<file path="src/rtl/pc_sequencer.sv">
// Multi-cycle instruction sequencer: fetch handshake, 3-bit opcode decode, PC next-address
// generation and a small return-address stack for CALL/RET.
module pc_sequencer #(
  parameter int AW          = 13,
  parameter int STACK_DEPTH = 4
) (
  input  logic          clk,
  input  logic          rst,
  input  logic          start,
  input  logic [AW-1:0] pc_cur,
  input  logic [15:0]   instr,
  input  logic          mem_ack,
  input  logic          zero,
  output logic          mem_rd,
  output logic          ir_ld,
  output logic          exec_en,
  output logic          pc_ld,
  output logic [AW-1:0] pc_next,
  output logic          busy,
  output logic          halted,
  output logic          stack_err
);

  localparam int SPW = $clog2(STACK_DEPTH + 1);
  localparam logic [SPW-1:0] SP_FULL = SPW'(STACK_DEPTH);

  localparam logic [2:0] OP_ALU  = 3'b000;
  localparam logic [2:0] OP_JMP  = 3'b001;
  localparam logic [2:0] OP_JZ   = 3'b010;
  localparam logic [2:0] OP_CALL = 3'b011;
  localparam logic [2:0] OP_RET  = 3'b100;
  localparam logic [2:0] OP_HALT = 3'b101;

  typedef enum logic [2:0] {
    S_IDLE, S_FETCH, S_DECODE, S_EXEC, S_UPDATE, S_HALT
  } state_t;

  state_t         r_state;
  logic [2:0]     r_opcode;
  logic [AW-1:0]  r_target;
  logic [SPW-1:0] r_sp;
  // Sized to the full pointer range so any pointer value indexes a real entry.
  logic [AW-1:0]  r_stack [0:(1<<SPW)-1];

  logic [AW-1:0]  w_inc;
  logic [AW-1:0]  w_top;
  logic [AW-1:0]  w_next;
  logic [SPW-1:0] w_sp_m1;
  logic           w_full;
  logic           w_empty;
  logic           w_push;
  logic           w_to_halt;
  logic           w_err;

  assign w_inc   = pc_cur + AW'(1);
  assign w_full  = (r_sp == SP_FULL);
  assign w_empty = (r_sp == '0);
  assign w_sp_m1 = r_sp - SPW'(1);
  assign w_top   = r_stack[w_sp_m1];
  assign w_push  = (r_state == S_DECODE) && (r_opcode == OP_CALL) && !w_full;
  assign ir_ld   = (r_state == S_FETCH) && mem_ack;

  always_comb begin
    w_next    = w_inc;
    w_to_halt = 1'b0;
    w_err     = 1'b0;
    case (r_opcode)
      OP_JMP:  w_next = r_target;
      OP_JZ:   if (zero) w_next = r_target;
      OP_CALL: begin
        w_next = r_target;
        if (w_full) begin
          w_to_halt = 1'b1;
          w_err     = 1'b1;
        end
      end
      OP_RET: begin
        w_next = w_top;
        if (w_empty) begin
          w_to_halt = 1'b1;
          w_err     = 1'b1;
        end
      end
      OP_HALT: w_to_halt = 1'b1;
      default: ;
    endcase
  end

  // Stack contents need no reset: a cleared pointer makes them unreachable.
  always_ff @(posedge clk) begin
    if (w_push) r_stack[r_sp] <= w_inc;
  end

  always_ff @(posedge clk or posedge rst) begin
    if (rst) begin
      r_state   <= S_IDLE;
      r_opcode  <= '0;
      r_target  <= '0;
      r_sp      <= '0;
      mem_rd    <= 1'b0;
      exec_en   <= 1'b0;
      pc_ld     <= 1'b0;
      pc_next   <= '0;
      busy      <= 1'b0;
      halted    <= 1'b0;
      stack_err <= 1'b0;
    end else begin
      case (r_state)
        S_IDLE: begin
          if (start) begin
            r_state <= S_FETCH;
            mem_rd  <= 1'b1;
            busy    <= 1'b1;
          end
        end
        S_FETCH: begin
          if (mem_ack) begin
            r_opcode <= instr[15:13];
            r_target <= instr[AW-1:0];
            mem_rd   <= 1'b0;
            r_state  <= S_DECODE;
          end
        end
        S_DECODE: begin
          if (w_to_halt) begin
            r_state <= S_HALT;
            halted  <= 1'b1;
            busy    <= 1'b0;
            if (w_err) stack_err <= 1'b1;
          end else begin
            r_state <= S_EXEC;
            pc_next <= w_next;
            exec_en <= (r_opcode == OP_ALU);
            if (r_opcode == OP_CALL)     r_sp <= r_sp + SPW'(1);
            else if (r_opcode == OP_RET) r_sp <= w_sp_m1;
          end
        end
        S_EXEC: begin
          exec_en <= 1'b0;
          pc_ld   <= 1'b1;
          r_state <= S_UPDATE;
        end
        S_UPDATE: begin
          pc_ld   <= 1'b0;
          mem_rd  <= 1'b1;
          r_state <= S_FETCH;
        end
        S_HALT: ;
        default: r_state <= S_IDLE;
      endcase
    end
  end

endmodule

</file>
<file path="config.mk">
export PLATFORM = sky130hd
export DESIGN_NAME = pc_sequencer
export DESIGN_NICKNAME = d
export VERILOG_FILES = /design/src/rtl/pc_sequencer.sv
export SDC_FILE = /design/constraint.sdc
export NUM_CORES = 1
export LEC_CHECK = 0
export BUFFER_PORTS_ARGS = -buffer_cell sky130_fd_sc_hd__clkbuf_2
export CAP_MARGIN = 20
export CORE_UTILIZATION = 50
export CTS_CLUSTER_DIAMETER = 30
export CTS_CLUSTER_SIZE = 28
export DETAILED_ROUTE_END_ITERATION = 10
export MAX_ROUTING_LAYER = met4
export PLACE_DENSITY_LB_ADDON = 0.12
export SLEW_MARGIN = 20
export SYNTH_ARGS = -nofsm -noshare
export SYNTH_HDL_FRONTEND = slang
export SYNTH_SLANG_ARGS = --single-unit
</file>
<file path="constraint.sdc">
create_clock -name clk -period 4.8 [get_ports clk]
set_input_delay 0.96 -clock clk [delete_from_list [all_inputs] [get_ports clk]]
set_output_delay 0.96 -clock clk [all_outputs]
set_load 0.005 [all_outputs]
</file>
==> run_results.csv <==
group,metric,value,unit
cells_and_area,antenna_cells,0,
setup_path,cp_num_cells,7,
setup_path,worstSetupPathType,"reg -> reg",
sta,rsz0062_at_grt,"false",
drt,met3WireLength,851,um
setup_path,cp_cell_sequence,"inv_1, ha_1, nor2b_1, o21bai_1, nand3_1, nor3_2, buf_4",
logic_synthesis,syn_inst,405,
clocking,cts_resized,0,
flow_run,max_cap_viol_count,0,
setup_path,cp_slowest_cell,"nor3_2",
clocking,cts_buffers,17,
drt,route.met2.wl,6.11,mm
setup_path,r2r.worst_path.cells,7,
drt,via_count,3658,
setup_path,cp_max_fo,14,
logic_synthesis,yosysWarnings,0,
sta,fin_crit_sh,64.9,%
drt,top_layer,"met4",
setup_path,slowest_delay,750,ps
clocking,post_cts_buffers,0,
setup_path,cp_data_arrival_time,3240,ps
cells_and_area,multi_input_area,1870,um2
outcome,status,"complete, no violations",
pwr,ir_worst_vdd,0.428,mV
floorplan,rows,40,
cells_and_area,postLayoutCoreUtil,59.9,%
setup_path,start_kind,"register",
pwr,p_leak,0.00268,uW
logic_synthesis,syn_area,6130,um2
floorplan,core,12000,um2
sta,fmax,321,MHz
global_routing,grt.total_usage,23.7,%
logic_synthesis,avgSynthCellArea,15.1,um2
logic_synthesis,ys_ff_latch,145,
drt,drt_iter0_drc,283,
clocking,cts_tree,"built",
drt,wl_met1,5.98,mm
logic_synthesis,ys_seq_area_share,67.7,%
sta,setup_violations,0,
cells_and_area,num-nets-final,509,
sta,hold_viol_final,0,
logic_synthesis,synth_area_leaders,"edfxtp_1, dfrtp_1, mux4_2",
global_routing,grt_pass1_wl,21.0,mm
global_routing,grt_overflow,0,
drt,routedWlPerCell,20.8,um
clocking,postCtsHoldBufs,0,
clocking,clk_pin_slew,60,ps
sta,max_slew_margin,34.7,%
cells_and_area,areaGrowthSynthToFinish,16.9,%
clocking,clockBufferDepth,2,
global_routing,antenna_found_initial,0,
floorplan,io_pins,54,
sta,tns,0,ps
sta,worst_pin_slew,972,ps
cells_and_area,drive_gt1_share,28.1,%
clocking,cts_root_buf,"clkbuf_16",
clocking,ctsHtreeMaxLevel,4,
setup_path,end_kind,"register",
logic_synthesis,ys.flop_type,"edfxtp_1",
floorplan,dieArea,12700,um2
place,dp_hpwl,8.71,mm
logic_synthesis,syn_nets,443,
logic_synthesis,synth_top_area_cell,"edfxtp_1",
hold_path,hp-class,"reg -> reg",
setup_path,required,4930,ps
place,gp_congestion,0.779,
logic_synthesis,yosysTopAreaCellShare,50.9,%
cells_and_area,regArea,4150,um2
clocking,clkSinkCount,145,
global_routing,grt_max_degree,42,
drt,routed_wl,13.1,mm
global_routing,first_global_vias,3648,
drt,dr.pass1.iters,4,
cells_and_area,fillers,925,
sta,min_period,3110,ps
hold_path,hold_depth,1,
sta,finalClockSkew,4.60,ps
drt,drc,0,
logic_synthesis,synth_edf_count,104,
pwr,powerDensity,597,nW/um2
sta,drv_slew,0,
floorplan,start_util,51.2,%
logic_synthesis,async_flop_share,28.3,%
place,io_buffers,53,
setup_path,worst-path-buf-inv,2,
clocking,insertion_delay,420,ps
setup_path,r2r_setup_slack,1690,ps
floorplan,die_h,113,um
setup_path,cpLargestDelayFamily,"simple AND/OR/NAND/NOR gates",
floorplan,die_w,113,um
logic_synthesis,synth_cell_types,49,
drt,post_drt_via_cell_ratio,5.80,
drt,antenna_left,0,
-- cell families after synthesis --
family                   after synthesis  synth area share [%]
AO/OA/AOI/OAI                         63                  6.65
XOR/XNOR                              15                  2.45
adder cells (fa/ha/maj)                4                 0.817
buffers and inverters                 29                  2.25
flip-flops                           145                  67.7
multiplexers                          51                  12.5
AND/OR/NAND/NOR                       98                  7.61
-- through the flow --
stage          hold slack [ps]  area (um2)  cells  setup WS, ps  total power [uW]
2_1_floorplan              451        6130    405          1450              2680
3_3_place_gp               447        6610    599          1830              3050
3_5_place_dp               453        6610    599          1710              3070
4_1_cts                    469        7160    631          1700              4310
5_1_grt                    486        7160    631          1440              4490
6_report                   468        7160    631          1690              4280
-- path summary, 6_finish.rpt --
path                            endpoint  startpoint
min in group asynchronous    r_target[3]         rst
max reg2reg                r_stack[6][4]     r_sp[1]
max                        r_stack[6][4]     r_sp[1]
min reg2reg                       halted      halted
min                               halted      halted
max in group asynchronous    pc_next[11]         rst
-- layer usage --
metal,vias up,global-route usage [%]
met2,120,34.6
met3,20,5.30
met5,-,-
met1,1829,32.6
li1,1689,-
met4,0,9.33
-- synth_stat cells (9+ instances only) --
master / n
edfxtp_1: 104
dfrtp_1: 41
nor2_1: 29
nand2_1: 24
a21oi_1: 22
mux4_2: 19
mux2i_1: 16
nand3_1: 15
mux2_2: 12
buf_2: 11
a221oi_1: 9
nor3_1: 9
o21ai_0: 9
-- cells in the final DEF (no fill, tap or decap), types with 3 or more instances in the layout --
master	n
edfxtp_1	104
clkbuf_2	53
dfrtp_1	41
nor2_1	29
nand2_1	24
a21oi_1	22
mux4_2	19
clkbuf_16	17
mux2i_1	16
nand3_1	15
buf_4	15
mux2_2	12
a221oi_1	9
o21ai_0	9
inv_1	7
xnor2_1	7
xor2_1	7
nand4_1	5
a31oi_1	5
nor3_1	5
a22oi_1	4
mux2_1	4
nor3_2	4
ha_1	4
clkinv_1	4
clkinvlp_4	4
clkinv_2	3
-- where the power goes --
| part | switching (uW) | internal (uW) |
|---|---|---|
| Combinational | 741 | 618 |
| Clock | 482 | 752 |
| Sequential | 157 | 1520 |
| Total | 1380 | 2890 |
-- state kept, by name, indices dropped and copies added, names as in the netlist, 3 cells and up --
register	flops
r_stack	104
pc_next	13
r_target	13
r_opcode	3
r_sp	3
r_state	3
-- area by class of cell --
class | instances | area share [%]
clock buffers | 19 | 6.04
flip-flops and latches | 145 | 57.9
repair buffers | 68 | 5.28
inverters | 8 | 0.419
well taps | 147 | 2.57
clock inverters | 13 | 1.68
multi-input cells | 231 | 26.1
Note: power is estimated with default switching activity, not from simulation.
